--- src/rtl/mem_stage_pkg.sv ---
// Shared types and constants for the memory-access stage: FSM states,
// beat encodings, default data base address and the timeout poison word.
package mem_stage_pkg;

  typedef enum logic [1:0] {
    IDLE = 2'd0,
    LO   = 2'd1,
    HI   = 2'd2,
    DONE = 2'd3
  } state_t;

  localparam int          DATA_BASE_DEF = 1024;
  localparam logic        BEAT_LO       = 1'b0;
  localparam logic        BEAT_HI       = 1'b1;
  localparam logic [31:0] POISON        = 32'hDEAD_BEEF;

endpackage

--- src/rtl/mem_access_fsm.sv ---
// Two-beat request/ack sequencer for 32-bit accesses over a 16-bit port.
// With MEM_STAGE_TIMEOUT_EN defined, a per-beat timeout forces completion and sets mem_err.
module mem_access_fsm
  import mem_stage_pkg::*;
#(
  parameter int TIMEOUT = 64
) (
  input  logic        clk,
  input  logic        rst,
  input  logic        rd_en,
  input  logic        wr_en,
  input  logic [31:0] st_val,
  input  logic        mem_ack,
  input  logic [15:0] mem_rdata,
  output logic        idle,
  output logic        busy,
  output logic        mem_req,
  output logic        mem_we,
  output logic [15:0] mem_wdata,
  output logic        beat,
  output logic        ld_valid,
  output logic [31:0] ld_data
`ifdef MEM_STAGE_TIMEOUT_EN
  ,
  output logic        mem_err
`endif
);

  state_t      state;
  logic [15:0] lo_half;
  logic        start;
  logic        is_load;
  logic        tmo;

  assign start   = rd_en | wr_en;
  assign is_load = rd_en & ~wr_en;
  assign idle    = (state == IDLE);
  assign busy    = (state == LO) | (state == HI);

`ifdef MEM_STAGE_TIMEOUT_EN
  localparam int CNT_W = $clog2(TIMEOUT + 1);
  logic [CNT_W-1:0] cnt;

  assign tmo = busy & ~mem_ack & (cnt == CNT_W'(TIMEOUT - 1));

  // Counter restarts whenever a beat begins, i.e. on entry to LO or HI.
  always_ff @(posedge clk or posedge rst) begin
    if (rst) begin
      cnt     <= '0;
      mem_err <= 1'b0;
    end else begin
      if ((idle & start) | ((state == LO) & mem_ack))
        cnt <= '0;
      else if (busy)
        cnt <= cnt + 1'b1;
      if (tmo)
        mem_err <= 1'b1;
    end
  end
`else
  logic unused_cfg;
  assign tmo        = 1'b0;
  assign unused_cfg = (TIMEOUT == 0);
`endif

  assign ld_valid = is_load & (((state == HI) & mem_ack) | tmo);
  assign ld_data  = tmo ? POISON : {mem_rdata, lo_half};

  always_ff @(posedge clk or posedge rst) begin
    if (rst) begin
      state     <= IDLE;
      mem_req   <= 1'b0;
      mem_we    <= 1'b0;
      mem_wdata <= '0;
      beat      <= BEAT_LO;
      lo_half   <= '0;
    end else begin
      case (state)
        IDLE: if (start) begin
          state     <= LO;
          mem_req   <= 1'b1;
          mem_we    <= wr_en;
          mem_wdata <= st_val[15:0];
          beat      <= BEAT_LO;
        end
        LO: if (mem_ack) begin
          state     <= HI;
          lo_half   <= mem_rdata;
          mem_wdata <= st_val[31:16];
          beat      <= BEAT_HI;
        end else if (tmo) begin
          state     <= DONE;
          mem_req   <= 1'b0;
          mem_we    <= 1'b0;
          mem_wdata <= '0;
          beat      <= BEAT_LO;
        end
        HI: if (mem_ack | tmo) begin
          state     <= DONE;
          mem_req   <= 1'b0;
          mem_we    <= 1'b0;
          mem_wdata <= '0;
          beat      <= BEAT_LO;
        end
        default: state <= IDLE;
      endcase
    end
  end

endmodule

--- src/rtl/mem_stage.sv ---
// Memory pipeline stage: address translation, upstream freeze and MEM/WB register.
// Optional per-beat timeout and mem_err port via MEM_STAGE_TIMEOUT_EN.
module mem_stage
  import mem_stage_pkg::*;
#(
  parameter int DATA_BASE = DATA_BASE_DEF,
  parameter int ADDR_W    = 18,
  parameter int TIMEOUT   = 64
) (
  input  logic              clk,
  input  logic              rst,
  input  logic              MEM_R_EN,
  input  logic              MEM_W_EN,
  input  logic              WB_EN_in,
  input  logic [4:0]        Dest_in,
  input  logic [31:0]       ALU_result,
  input  logic [31:0]       ST_val,
  output logic              freeze,
  output logic              mem_req,
  output logic              mem_we,
  output logic [ADDR_W-1:0] mem_addr,
  output logic [15:0]       mem_wdata,
  input  logic [15:0]       mem_rdata,
  input  logic              mem_ack,
  output logic              WB_EN,
  output logic              MEM_R_EN_out,
  output logic [4:0]        Dest,
  output logic [31:0]       ALU_result_out,
  output logic [31:0]       MEM_result
`ifdef MEM_STAGE_TIMEOUT_EN
  ,
  output logic              mem_err
`endif
);

  logic        idle;
  logic        busy;
  logic        beat;
  logic        ld_valid;
  logic [31:0] ld_data;
  logic [31:0] offset;
  logic        unused_addr;

  mem_access_fsm #(.TIMEOUT(TIMEOUT)) u_fsm (
    .clk       (clk),
    .rst       (rst),
    .rd_en     (MEM_R_EN),
    .wr_en     (MEM_W_EN),
    .st_val    (ST_val),
    .mem_ack   (mem_ack),
    .mem_rdata (mem_rdata),
    .idle      (idle),
    .busy      (busy),
    .mem_req   (mem_req),
    .mem_we    (mem_we),
    .mem_wdata (mem_wdata),
    .beat      (beat),
    .ld_valid  (ld_valid),
    .ld_data   (ld_data)
`ifdef MEM_STAGE_TIMEOUT_EN
    ,
    .mem_err   (mem_err)
`endif
  );

  // Byte offset into data memory; bits [1:0] are dropped since accesses are aligned.
  assign offset      = ALU_result - 32'(DATA_BASE);
  assign mem_addr    = mem_req ? {offset[ADDR_W:2], beat} : '0;
  assign unused_addr = ^offset;

  // Combinational so upstream registers hold the instruction in its first cycle.
  assign freeze = (idle & (MEM_R_EN | MEM_W_EN)) | busy;

  // MEM/WB register boundary
  always_ff @(posedge clk or posedge rst) begin
    if (rst) begin
      WB_EN          <= 1'b0;
      MEM_R_EN_out   <= 1'b0;
      Dest           <= '0;
      ALU_result_out <= '0;
      MEM_result     <= '0;
    end else begin
      if (!freeze) begin
        WB_EN          <= WB_EN_in;
        MEM_R_EN_out   <= MEM_R_EN;
        Dest           <= Dest_in;
        ALU_result_out <= ALU_result;
      end
      if (ld_valid)
        MEM_result <= ld_data;
    end
  end

endmodule

--- config.mk ---
export PLATFORM = sky130hd
export DESIGN_NAME = mem_stage
export DESIGN_NICKNAME = d
export VERILOG_FILES = /design/src/rtl/mem_stage_pkg.sv /design/src/rtl/mem_access_fsm.sv /design/src/rtl/mem_stage.sv
export SDC_FILE = /design/constraint.sdc
export NUM_CORES = 1
export LEC_CHECK = 0
export ABC_CLOCK_PERIOD_IN_PS = 4100
export CORE_ASPECT_RATIO = 0.5
export CORE_MARGIN = 2
export CORE_UTILIZATION = 42
export CTS_CLUSTER_SIZE = 14
export DETAILED_ROUTE_END_ITERATION = 16
export PLACE_DENSITY = 0.8
export SETUP_SLACK_MARGIN = 0.4
export SYNTH_ARGS = -nofsm -noshare
export SYNTH_HDL_FRONTEND = slang
export SYNTH_SLANG_ARGS = --single-unit
export TNS_END_PERCENT = 100
--- constraint.sdc ---
create_clock -name clk -period 4.1 [get_ports clk]
set_clock_uncertainty 0.05 [all_clocks]
set_input_delay 0.41 -clock clk [delete_from_list [all_inputs] [get_ports clk]]
set_output_delay 0.41 -clock clk [all_outputs]
set_load 0.005 [all_outputs]
==> results of run 1 <==
worst max-delay path, delay by kind of cell:
kind,cells,cell delay [ns]
buf+inv,2,1.05
compound gates,1,0.16
simple gates,2,1.02
layout make-up:
class | count | area, µm²
clock inverters | 7 | 88.84
repair buffers | 203 | 2019
fillers | 774 | 3378
flip-flops and latches | 108 | 2703
well taps | 140 | 175.2
clock buffers | 9 | 225.2
inverters | 25 | 96.34
multi-input cells | 197 | 1757
state kept, by name, indices dropped and copies added, names as in the netlist, 2 cells and up:
name,cells
ALU_result_out,32
MEM_result,32
u_fsm.lo_half,16
u_fsm.mem_wdata,16
Dest,5
u_fsm.state,2
synth_stat cells (2+ instances only):
cell	count
sky130_fd_sc_hd__ha_1	5
sky130_fd_sc_hd__or2_2	3
sky130_fd_sc_hd__o21ai_0	4
sky130_fd_sc_hd__mux2_2	89
sky130_fd_sc_hd__nor2_1	6
sky130_fd_sc_hd__nor2b_1	15
sky130_fd_sc_hd__nand2_1	2
sky130_fd_sc_hd__dfrtp_1	108
sky130_fd_sc_hd__inv_1	24
sky130_fd_sc_hd__nand2b_1	3
sky130_fd_sc_hd__clkbuf_1	7
sky130_fd_sc_hd__buf_2	8
sky130_fd_sc_hd__nor3_1	3
sky130_fd_sc_hd__and2_1	9
sky130_fd_sc_hd__mux2i_1	15
sky130_fd_sc_hd__o31ai_1	4
sky130_fd_sc_hd__a22o_1	3
sky130_fd_sc_hd__a21oi_1	22
sky130_fd_sc_hd__or3_1	3
path summary, 6_finish.rpt:
| check | cells past startpoint | endpoint |
|---|---|---|
| setup / recovery | 5 | mem_addr[17] |
| hold / removal | 1 | u_fsm.lo_half[8]$_DFFE_PP0P_ |
| setup reg to reg | 5 | ALU_result_out[24]$_DFFE_PP0N_ |
| hold reg to reg | 1 | u_fsm.lo_half[8]$_DFFE_PP0P_ |
| max in group asynchronous | 3 | ALU_result_out[24]$_DFFE_PP0N_ |
| min in group asynchronous | 2 | MEM_result[20]$_DFFE_PP0P_ |
where the power goes:
part	total [mW]	switching, mW	internal (mW)	leakage (nW)
registers	1.88	0.278	1.61	1.30
logic	2.70	1.00	1.70	1.54
clock network	0.904	0.414	0.490	0.152
total	5.49	1.69	3.79	2.99
per-layer routing:
metal  part of all wire (%)  GRT usage, %  up-vias
li1                       -             -     1588
met1                     40         22.41     1690
met2                     54         36.53       70
met3                    4.1         4.362       10
met4                    1.3         5.047        0
met5                      0             0        -
cell families (layout without fill, tap and decap cells):
| family | Yosys count | count (layout) | synth area share [%] |
|---|---|---|---|
| AOI/OAI and AO/OA | 37 | 37 | 4.722 |
| xor gates and xnor gates | 1 | 1 | 0.1900 |
| adders and majority gates | 5 | 5 | 1.357 |
| buffers and inverters | 41 | 244 | 3.637 |
| DFF | 108 | 108 | 58.62 |
| muxes | 104 | 104 | 24.99 |
| and+or+nand+nor | 50 | 50 | 6.486 |
per-stage QoR:
stage	utilization (%)	worst slack, ns	cells	instance area, µm²	total power, mW
final	67.65	0.9965	689	7064	5.487
after global routing	67.65	0.7846	689	7064	5.853
after CTS	67.65	0.9950	689	7064	5.559
after detailed placement	64.64	0.9944	673	6750	4.637
after global placement	64.64	1.055	673	6750	4.548
after floorplan	-	0.7944	346	4611	3.233
==> reports/results.txt, run 1 <==
The run finished with clean final reports. The worst setup path is captured at an output port. The library cell used most frequently in the layout, excluding fill and tap cells, is sky130_fd_sc_hd__clkdlybuf4s50_1. The synthesized design devotes to its leading area cell type 58.62% of total area. In this run, post-CTS hold repair placed 0 buffers. The average cell area after synthesis is 13.33 µm². The count of buffers added on input and output ports is 198. In this run the remaining antenna-violating nets after routing total 0. Before antenna repair, the detailed router went through 4 iterations. IR analysis of the VDD net gives a maximum drop of 361.7 µV. The largest individual stage delay along the critical path comes from the cell sky130_fd_sc_hd__or4_4.

The per-cell via count in the routed design came out at 4.874. In the layout the commonest cells are 198 x sky130_fd_sc_hd__clkdlybuf4s50_1, 108 x sky130_fd_sc_hd__dfrtp_1, 89 x sky130_fd_sc_hd__mux2_2. The die area is 0.01188 mm².

The global router's overall resource usage was 19.31%. Synthesis produced a netlist whose cell count is 346. Summed over all layers, the global routing overflow is 0.

The floorplan has 26 rows. Counting distinct cell types in the post-synthesis netlist gives 32. Post-synthesis sequential element count: 108. After detailed routing, the average wire length per cell comes to 16.51 µm. In this design, the stage delay of the slowest critical-path cell is 0.54 ns.

In this run the vertical extent of the chip is 78.09 µm. For the worst-skew pair, the clock arrives at the later sink with an insertion delay of 0.34 ns. Relative to the synthesized area, the layout overhead comes to 53.22%. The run gives 0 as the final-report hold violation count.

Path category of the worst min-delay check: reg -> reg. The share of synthesized flip-flops with an asynchronous set or reset is 100.0%, and the fraction of final layout cells sized beyond drive strength 1 is 21.68%. The clock-pin transition on the worst setup and hold timing paths came out at 0.08 ns. The library cell appearing most often on the critical path was sky130_fd_sc_hd__clkdlybuf4s50_1. In this run, the number of DRC markers left after iteration 0 of detailed routing was 134. The tools report the routability-driven placement congestion ratio as 0.7792.

The part of the Yosys area used for sequential elements came out at 58.62%. Hold timing on the final database bottoms out at a slack of 0.4532 ns. After synthesis, the cell types taking the most area are sky130_fd_sc_hd__dfrtp_1 59%, sky130_fd_sc_hd__mux2_2 22%, sky130_fd_sc_hd__mux2i_1 3.3%. The dominant register cell in the synthesized netlist is sky130_fd_sc_hd__dfrtp_1. The final net count was 640. The share of the clock period used by the worst path came out at 75.70%. For the post-synth net total, the log shows 442. Setup violations remaining at the end of the flow were counted as 0.

The clock drives 108 sinks. The leading area contributor after synthesis was sky130_fd_sc_hd__dfrtp_1. Data on the critical path arrives at its endpoint at 2.64 ns. Setup repair after global routing left no endpoint under its margin. Post-DP HPWL: 8.472 mm. For this design the static power due to leakage is 2.993 nW. For flop-to-flop paths, the worst setup slack is 1.46 ns. After detailed routing, the number of remaining DRC violations is 0.

The worst setup path is launched from an input port. Dividing total power by cell area gives a power density of 776.7 mW/mm². The max-slew violation total from the final report was 0; the total via count in the routed design was 3358. The reg-to-reg startpoint is u_fsm.state[0]$_DFFE_PP0P_. The repair_antennas step left the layout with diodes totalling 0. Number of instances resized during post-cts repair: 0. The synthesized netlist occupies a cell area of 0.004611 mm².

Yosys printed 0 warnings. Pin placement for this block handled 199 I/O pins. The post-route minimum period was 3.104 ns; the wire length of the first global-routing pass was 18.34 mm.

Along the worst path, the maximum fanout reaches 7. Post-CTS timing repair inserted 0 buffers for setup. By startpoint and endpoint, the worst setup path is classified as in -> out. CTS built an H-tree with a depth of 3. Wires add up to 11.38 mm. Counting the buffers created by CTS gives 9. Entering global routing, the biggest net connects 63 pins. Measured against its own limit, the worst slew margin works out to 49.15%. Walking the worst path, the cells encountered are clkdlybuf4s50_1 -> or4_4 -> or4_1 -> a21oi_1 -> clkdlybuf4s50_1. Timing would allow up to 322.2 MHz. The startpoint identified for the worst hold timing path is u_fsm.lo_half[8]$_DFFE_PP0P_. After routing, the total negative slack on setup checks comes to 0 ns. The via count of the first global-routing pass was 3618; the die boundary width was 152.2 µm. Yosys mapped a number of flops with a built-in enable equal to 0. The tools report the number of antenna violations at the first check in global routing as 0.

At the worst endpoint, the required time is 3.64 ns. The floorplan core area was 0.01044 mm². For the pin with the worst max-slew slack, the measured transition is 0.7609 ns. The tree is rooted in a sky130_fd_sc_hd__clkbuf_16. Max-cap violations in this run came to 0.

The source of the critical timing path was ALU_result[13]. TritonCTS built the clock tree. For this configuration, the core starts out at a cell density of 44.15%. Counting along the longest clock path gives a buffer depth of 2.
No activity file was read; power rests on OpenSTA's default activity.
==> run 2: changes to the inputs <==
ABC_CLOCK_PERIOD_IN_PS = 2500   (was 4100)
CORE_UTILIZATION = 38   (was 42)
PLACE_DENSITY = 0.76   (was 0.8)
clock period = 2.5 ns   (was 4.1 ns; I/O delays follow)
==> run 2 against run 1 <==
  * Cell area increased by 2.1%
  * Register-to-register slack lost 0.97 ns
  * Sequential power up 62%
  * Die area grew 10%
  * Sequential cell count unchanged
  * Global-route usage is 2.5 points lower
  * Worst setup slack worse by 0.63 ns
==> reports/results.txt, run 2 (synthesis results as in run 1) <==
The final setup violation count was 0 (unchanged); the count of boundary I/O pins was 199 (unchanged). The clock-pin transition on the worst setup and hold timing paths was 0.07 ns (was 0.08 ns). The peak supply drop was 648.0 µV (was 361.7 µV). The worst hold-check slack is 0.1911 ns (was 0.4532 ns).

The via count of the first global-routing pass was 3392 (was 3618); the routed length per instance was 15.38 µm (was 16.51 µm). Source of the critical timing path: ALU_result[15] (was ALU_result[13]). The logs give 109 (was 63) for the pin count of the biggest net entering global routing and 708 (was 673) for the total instance count after detailed placement.

Slowest stage cell on the critical path: sky130_fd_sc_hd__or3_2 (was sky130_fd_sc_hd__or4_4). The final standard cell utilization of the core is 61.11% (was 67.65%), and the placement row count is 28 (was 26). The later-pin clock latency in the skew report is 0.34 ns (about the same). Registers with the most flip-flops: ALU_result_out: 32 flops, MEM_result: 32 flops (unchanged). The placed cell area is 0.006883 mm² (was 0.006750 mm²).

Timing would allow up to 469.6 MHz. TritonCTS built the clock tree. Of the available clock period, the critical path in the final layout requires 85.18%. The final antenna diode count was 0 (unchanged); the worst-margin pin slew was 0.5802 ns (was 0.7609 ns). Standby leakage power: 3.076 nW (was 2.993 nW).

The category of the worst setup path capture point is an output port (unchanged). Most frequent standard cell in the layout excluding fill and tap cells: sky130_fd_sc_hd__clkdlybuf4s50_1 (unchanged). Setup repair after global routing could not meet its margin everywhere. The cell area power density is 1241 mW/mm² (was 776.7 mW/mm²), and the die area is 0.01308 mm² (was 0.01188 mm²).

For the initial standard-cell utilization of the core, the log shows 39.05% (was 44.15%). The tools report the data arrival at the endpoint of the critical path as 1.83 ns (was 2.64 ns). For the normalized max-slew margin, the log shows 61.23% (was 49.15%).

The wire length of the first global-routing pass is 17.39 mm (was 18.34 mm). The die extent in y was 81.89 µm (was 78.09 µm); the global router's overall resource usage was 16.81% (was 19.31%). The tools report the maximum root-to-sink buffer count as 2 (unchanged). Layout filler cell count: 949 (was 774). The tools report the root buffer cell as sky130_fd_sc_hd__clkbuf_16 (unchanged).

The reg-to-reg startpoint is u_fsm.state[0]$_DFFE_PP0P_ (unchanged). Floorplan core area: 0.01181 mm² (was 0.01044 mm²). The final-report hold violation count was 0 (unchanged); the count of buffers from port buffering was 198 (unchanged). The class of the most critical setup path was in -> out (unchanged). The critical path launch point type is an input port (unchanged). Total via count in the routed design: 3351 (was 3358). The logs give 0 (unchanged) for the total overflow reported by the global router and 0.007214 mm² (was 0.007064 mm²) for the post-route cell area. Cell breakdown of the critical path: clkdlybuf4s15_1 -> buf_4 -> or3_2 -> or3_1 -> a21oi_2 -> clkdlybuf4s15_1 (was clkdlybuf4s50_1 -> or4_4 -> or4_1 -> a21oi_1 -> clkdlybuf4s50_1). The number of max-cap violations was 0 (unchanged).

The number of buffers and inverters on the critical path was 3 (was 2). The clock sink count was 108 (unchanged); the fraction of final layout cells sized beyond drive strength 1 was 25.40% (was 21.68%). The dominant delay contributor by cell family on the critical path was simple AND/OR/NAND/NOR gates (was buffers and inverters). The area growth from synthesis to layout works out to 56.47% (was 53.22%). Worst hold path startpoint: ALU_result[11] (was u_fsm.lo_half[8]$_DFFE_PP0P_). The total clock buffers created by CTS was 9 (unchanged); the post-route minimum period was 2.129 ns. The post-detailed-routing wire length is 11.13 mm (was 11.38 mm). The count of TritonRoute iterations in the first routing pass is 4 (unchanged). The tools report the post-DP HPWL as 8.126 mm (was 8.472 mm). The total power after layout was 8.955 mW (was 5.487 mW); the routability-driven placement congestion ratio was 0.8058 (was 0.7792). The per-cell via count in the routed design came out at 4.628 (was 4.874). For the max-slew violation total from the final report, the log shows 0 (unchanged).

The tools report the final net count as 650 (was 640). The largest fanout of any net on the critical path was 3 (was 7); the count of buffers added by post-CTS timing repair for setup was 0 (unchanged). The library cell appearing most often on the critical path is sky130_fd_sc_hd__clkdlybuf4s15_1 (was sky130_fd_sc_hd__clkdlybuf4s50_1). The peak per-stage delay on the critical path is 0.49 ns (was 0.54 ns), and the die boundary width is 159.8 µm (was 152.2 µm). The required time of the critical path was 2.20 ns (was 3.64 ns). Commonest non-fill, non-tap cells in the layout: 183 x sky130_fd_sc_hd__clkdlybuf4s50_1, 108 x sky130_fd_sc_hd__dfrtp_1, 89 x sky130_fd_sc_hd__mux2_2 (was 198 x sky130_fd_sc_hd__clkdlybuf4s50_1, 108 x sky130_fd_sc_hd__dfrtp_1, 89 x sky130_fd_sc_hd__mux2_2). The run finished with clean final reports. The number of antenna violations at the first check in global routing was 0 (unchanged).

The run gives 724 (was 689) as the number of cells in the finished layout apart from fillers. The H-tree level count is 3 (unchanged), and the post-detailed-route count of antenna-violating nets is 0 (unchanged). The path category of the worst min-delay check was in -> reg (was reg -> reg). The run gives 0 (unchanged) as the residual DRC count. For the first-iteration detailed-routing DRC count, the log shows 121 (was 134).
run 2: metrics by stage:
step	TNS (ns)	setup slack (ns)
floorplan	0	0.6451
global placement	-0.5300	-0.1730
detailed placement	-0.6671	-0.1986
CTS	0	0.3489
global route	0	0.2869
finish	0	0.3706
run 2: final timing paths:
check	end	slack, ns	cells past startpoint
min	ALU_result_out[11]$_DFFE_PP0N_	0.19	2
max in group asynchronous	u_fsm.mem_wdata[15]$_DFFE_PP0P_	1.62	3
min reg2reg	MEM_result[11]$_DFFE_PP0P_	0.45	1
min in group asynchronous	MEM_result[1]$_DFFE_PP0P_	0.37	3
max	mem_addr[15]	0.37	6
max reg2reg	u_fsm.state[1]$_DFFE_PP0P_	0.49	5
run 2: layout make-up:
cell class / count / area (µm²) / area share, %
Clock inverter: 7 / 68.82 / 0.9539
Inverter: 25 / 97.59 / 1.353
Multi-Input combinational cell: 197 / 1805 / 25.03
Clock buffer: 9 / 225.2 / 3.122
Tap cell: 165 / 206.4 / 2.862
Timing Repair Buffer: 213 / 2108 / 29.22
Sequential cell: 108 / 2703 / 37.46
run 2: where the power goes:
group | internal (mW) | switching, mW
sequential | 2.64 | 0.410
combinational | 2.84 | 1.69
clock | 0.701 | 0.672
total | 6.18 | 2.78
run 2: metal layers:
layer,vias up,global-route usage [%],part of all wire [%]
li1,1601,-,-
met1,1675,20.29,43
met2,64,31.04,53
met3,11,4.343,3.6
met4,0,3.604,1.0
met5,-,0,0
run 2: timing repair:
action | in CTS | in global routing
endpoints found under the setup margin | 8 | 21
pin swaps | 3 | 2
hold endpoints to repair | 0 | 0
hold buffers | 0 | 0
gates resized for setup | 25 | 12
run 2: worst reg2reg max path, cell delays in order (launching register included):
cell and delay [ns]:
sky130_fd_sc_hd__dfrtp_1 0.42, sky130_fd_sc_hd__inv_1 0.10, sky130_fd_sc_hd__ha_2 0.26, sky130_fd_sc_hd__nor3b_1 0.52, sky130_fd_sc_hd__or2_2 0.23, sky130_fd_sc_hd__mux2_2 0.33
==> run 3: changes to the inputs <==
ABC_CLOCK_PERIOD_IN_PS = 2140   (was 2500)
CELL_PAD_IN_SITES_DETAIL_PLACEMENT = 2   (was not set)
CELL_PAD_IN_SITES_GLOBAL_PLACEMENT = 2   (was not set)
CORE_UTILIZATION = 26   (was 38)
PLACE_DENSITY = not set   (was 0.76)
PLACE_DENSITY_LB_ADDON = 0.1   (was not set)
clock period = 2.14 ns   (was 2.5 ns; I/O delays follow)
==> run 3 against run 2 <==
  * Hold slack worse by 0.13 ns
  * Non-clock buffer count is 47 higher
  * Die area is 44% higher
  * Sequential power is 19% higher
  * Via count is 11% higher
  * Core utilization is 13 points lower
  * Worst setup slack worse by 0.15 ns
  * Global-route usage is 0.28 points higher
  * Cell area is 15% higher
  * Critical endpoint is now u_fsm.mem_wdata[14]$_DFFE_PP0P_
  * Largest cell class is now buffers
==> reports/results.txt, run 3 (synthesis results as in run 1) <==
The run finished with clean final reports. The number of cells traversed by the worst register-to-register path was 8 (was 5); the later-pin clock latency in the skew report was 0.36 ns (was 0.34 ns). The run gives 0 (unchanged) as the number of antenna violations at the first check in global routing. The largest fanout of any net on the critical path is 5 (was 3), and the count of TritonRoute iterations in the first routing pass is 3 (was 4). The count of boundary I/O pins came out at 199 (unchanged). The final critical path takes up 89.78% of the cycle.

The part of the total power dissipated in combinational logic was 58.6% (was 50.7%); the initial standard-cell utilization of the core was 26.56% (was 39.05%). The total overflow reported by the global router is 0 (unchanged), and the cell area power density is 1607 mW/mm² (was 1241 mW/mm²). Subtracting the final worst setup slack from the clock period gives 1.921 ns.

The run gives -0.5244 ns (was -0.1986 ns) as the worst slack at placement. The number of stages on the worst hold path works out to 2 (unchanged). The clock sink count is 108 (unchanged), and the worst-case register-to-register setup slack is 0.22 ns (was 0.49 ns). The post-detailed-route count of antenna-violating nets was 0 (unchanged).

Registers with the most flip-flops: ALU_result_out: 32 flops, MEM_result: 32 flops (unchanged). The category of the worst setup path capture point is a register (was an output port). The share of total power in the clock network was 14.2% (was 15.3%). The peak supply drop is 604.7 µV (was 648.0 µV), and the internal power component is 9.153 mW (was 6.178 mW). The maximum root-to-sink buffer count was 2 (unchanged); the fraction of final layout cells sized beyond drive strength 1 was 35.64% (was 25.40%).

Path category of the worst min-delay check: in -> reg (unchanged). The run gives 24.36 mm (was 17.39 mm) as the wire length of the first global-routing pass. The routed length per instance is 19.33 µm (was 15.38 µm), and the per-cell via count in the routed design is 4.410 (was 4.628). The die area is 0.01888 mm² (was 0.01308 mm²). The die extent in y works out to 98.17 µm (was 81.89 µm). Post-detailed-routing wire length: 16.24 mm (was 11.13 mm).

Class of the most critical setup path: reg -> reg (was in -> out). The tools report the worst hold path startpoint as ALU_result[15] (was ALU_result[11]). The first-iteration detailed-routing DRC count came out at 112 (was 121).

Max-slew violation total from the final report: 0 (unchanged). The worst hold endpoint was ALU_result_out[15]$_DFFE_PP0N_ (was ALU_result_out[11]$_DFFE_PP0N_). The tools report the global router's overall resource usage as 17.09% (was 16.81%). The sequential share of power was 27.2% (was 34.0%). TritonCTS built the clock tree. The H-tree level count is 3 (unchanged), and the total clock buffers created by CTS is 9 (unchanged). The number of max-cap violations came out at 0 (unchanged). The net switching fraction of the power came out at 31.52% (was 31.01%).

For the total via count in the routed design, the log shows 3704 (was 3351). The most frequent standard cell in the layout excluding fill and tap cells is sky130_fd_sc_hd__clkdlybuf4s50_1 (unchanged). The reg-to-reg startpoint is u_fsm.state[0]$_DFFE_PP0P_ (unchanged).

The root buffer cell was sky130_fd_sc_hd__clkbuf_16 (unchanged). The logs give 0 (unchanged) for the residual DRC count and 4122 (was 3392) for the via count of the first global-routing pass. Setup repair after global routing could not meet its margin everywhere.

The post-DP HPWL is 9.903 mm (was 8.126 mm). Standby leakage power: 3.758 nW (was 3.076 nW). The die boundary width came out at 192.3 µm (was 159.8 µm). The final-report hold violation count is 0 (unchanged), and the area growth from synthesis to layout is 80.41% (was 56.47%). The end of the worst register-to-register path was u_fsm.mem_wdata[14]$_DFFE_PP0P_ (was u_fsm.state[1]$_DFFE_PP0P_). The tools report the floorplan core area as 0.01736 mm² (was 0.01181 mm²).

The critical path launch point type was a register (was an input port). Static timing analysis puts the maximum clock frequency at 520.5 MHz. The final net count is 697 (was 650), and the final antenna diode count is 0 (unchanged). The pin count of the biggest net entering global routing was 109 (unchanged); the count of buffers from port buffering was 198 (unchanged). Final setup violation count: 0 (unchanged).

For the normalized max-slew margin, the log shows 60.60% (was 61.23%). The worst-margin pin slew is 0.5910 ns (was 0.5802 ns). The tools report the required time of the critical path as 2.36 ns (was 2.20 ns).

Data arrival at the endpoint of the critical path: 2.15 ns (was 1.83 ns). The run gives 34 (was 28) as the placement row count. The clock-pin transition on the worst setup and hold timing paths is 0.08 ns (was 0.07 ns), and the switching power summed over all nets is 4.214 mW (was 2.777 mW).

For the routability-driven placement congestion ratio, the log shows 0.7977 (was 0.8058). The final standard cell utilization of the core is 47.92% (was 61.11%). For the worst setup margin, the log shows 0.2187 ns (was 0.3706 ns). Commonest non-fill, non-tap cells in the layout: 171 x sky130_fd_sc_hd__clkdlybuf4s50_1, 107 x sky130_fd_sc_hd__dfrtp_1, 47 x sky130_fd_sc_hd__mux2_4 (was 183 x sky130_fd_sc_hd__clkdlybuf4s50_1, 108 x sky130_fd_sc_hd__dfrtp_1, 89 x sky130_fd_sc_hd__mux2_2).
-- run 3: changes by cell type in the layout (fill, tap and decap cells not counted), sizes merged --
cell           change
buf               +56
clkinvlp           -2
inv                +1
clkdlybuf4s50     -12
clkinv             -1
clkbuf             +4
dlygate4sd2        -3
bufinv             +2
clkdlybuf4s15      -3
dlymetal6s2s       +5
-- run 3: how the worst max path moves through the flow --
stage | startpoint | slack, ns | endpoint
floorplan | u_fsm.state[0]$_DFFE_PP0P_ | 0.36 | ALU_result_out[14]$_DFFE_PP0N_
global placement | ALU_result[15] | -0.50 | mem_addr[17]
detailed placement | ALU_result[15] | -0.52 | mem_addr[17]
CTS | ALU_result[13] | 0.28 | mem_addr[17]
global route | u_fsm.state[0]$_DFFE_PP0P_ | 0.17 | u_fsm.mem_wdata[13]$_DFFE_PP0P_
finish | u_fsm.state[0]$_DFFE_PP0P_ | 0.22 | u_fsm.mem_wdata[14]$_DFFE_PP0P_
-- run 3: power by group through the flow --
stage	clock [mW]	sequential, mW	combinational (mW)
after floorplan	0	3.64	2.70
after global placement	0	3.56	5.59
after detailed placement	0	3.64	5.69
after CTS	1.96	3.62	7.10
after global routing	2.02	3.78	8.36
final	1.90	3.64	7.83
-- run 3: final cells by class --
type	count	area, µm²
Clock buffer	9	225.2
Clock inverter	7	105.1
Fill cell	1727	9039
Inverter	25	107.6
Multi-Input combinational cell	197	2122
Sequential cell	108	2704
Tap cell	234	292.8
Timing Repair Buffer	260	2761
-- run 3: critical path, stage by stage (launching register included) --
cell and delay, ns:
sky130_fd_sc_hd__dfrtp_1 0.42, sky130_fd_sc_hd__buf_6 0.14, sky130_fd_sc_hd__buf_6 0.11, sky130_fd_sc_hd__ha_4 0.16
sky130_fd_sc_hd__o21ba_4 0.22, sky130_fd_sc_hd__nor3_4 0.25, sky130_fd_sc_hd__buf_12 0.16, sky130_fd_sc_hd__buf_12 0.12
sky130_fd_sc_hd__mux2i_2 0.20
-- run 3: stage by stage --
step / setup TNS (ns) / power (mW) / hold slack, ns / cell area [µm²] / std cells
after global routing: 0 / 14.17 / 0.05150 / 8318 / 840
after floorplan: 0 / 6.345 / 0.3145 / 4668 / 346
after global placement: -1.771 / 9.158 / 0.4317 / 7076 / 785
after CTS: 0 / 12.68 / 0.09027 / 8018 / 830
final: 0 / 13.37 / 0.06197 / 8318 / 840
after detailed placement: -1.991 / 9.333 / 0.4413 / 7076 / 785
-- run 3: what timing repair did --
item / 4_1_cts / 5_1_grt
pin swaps: 14 / 11
gates resized for setup: 119 / 71
buffers inserted: 20 / 9
hold buffers: 0 / 0
cloned: 9 / 1
endpoints found under the setup margin: 125 / 123
-- run 3: routing by layer --
layer / part of all wire [%] / vias up / global-route usage (%) / routed length (µm)
met5: 0 / - / 0 / 0
met4: 0.84 / 0 / 3.699 / 137
met3: 5.9 / 13 / 5.500 / 962
met2: 49 / 100 / 28.58 / 7938
met1: 44 / 1892 / 21.65 / 7199
li1: - / 1699 / - / -
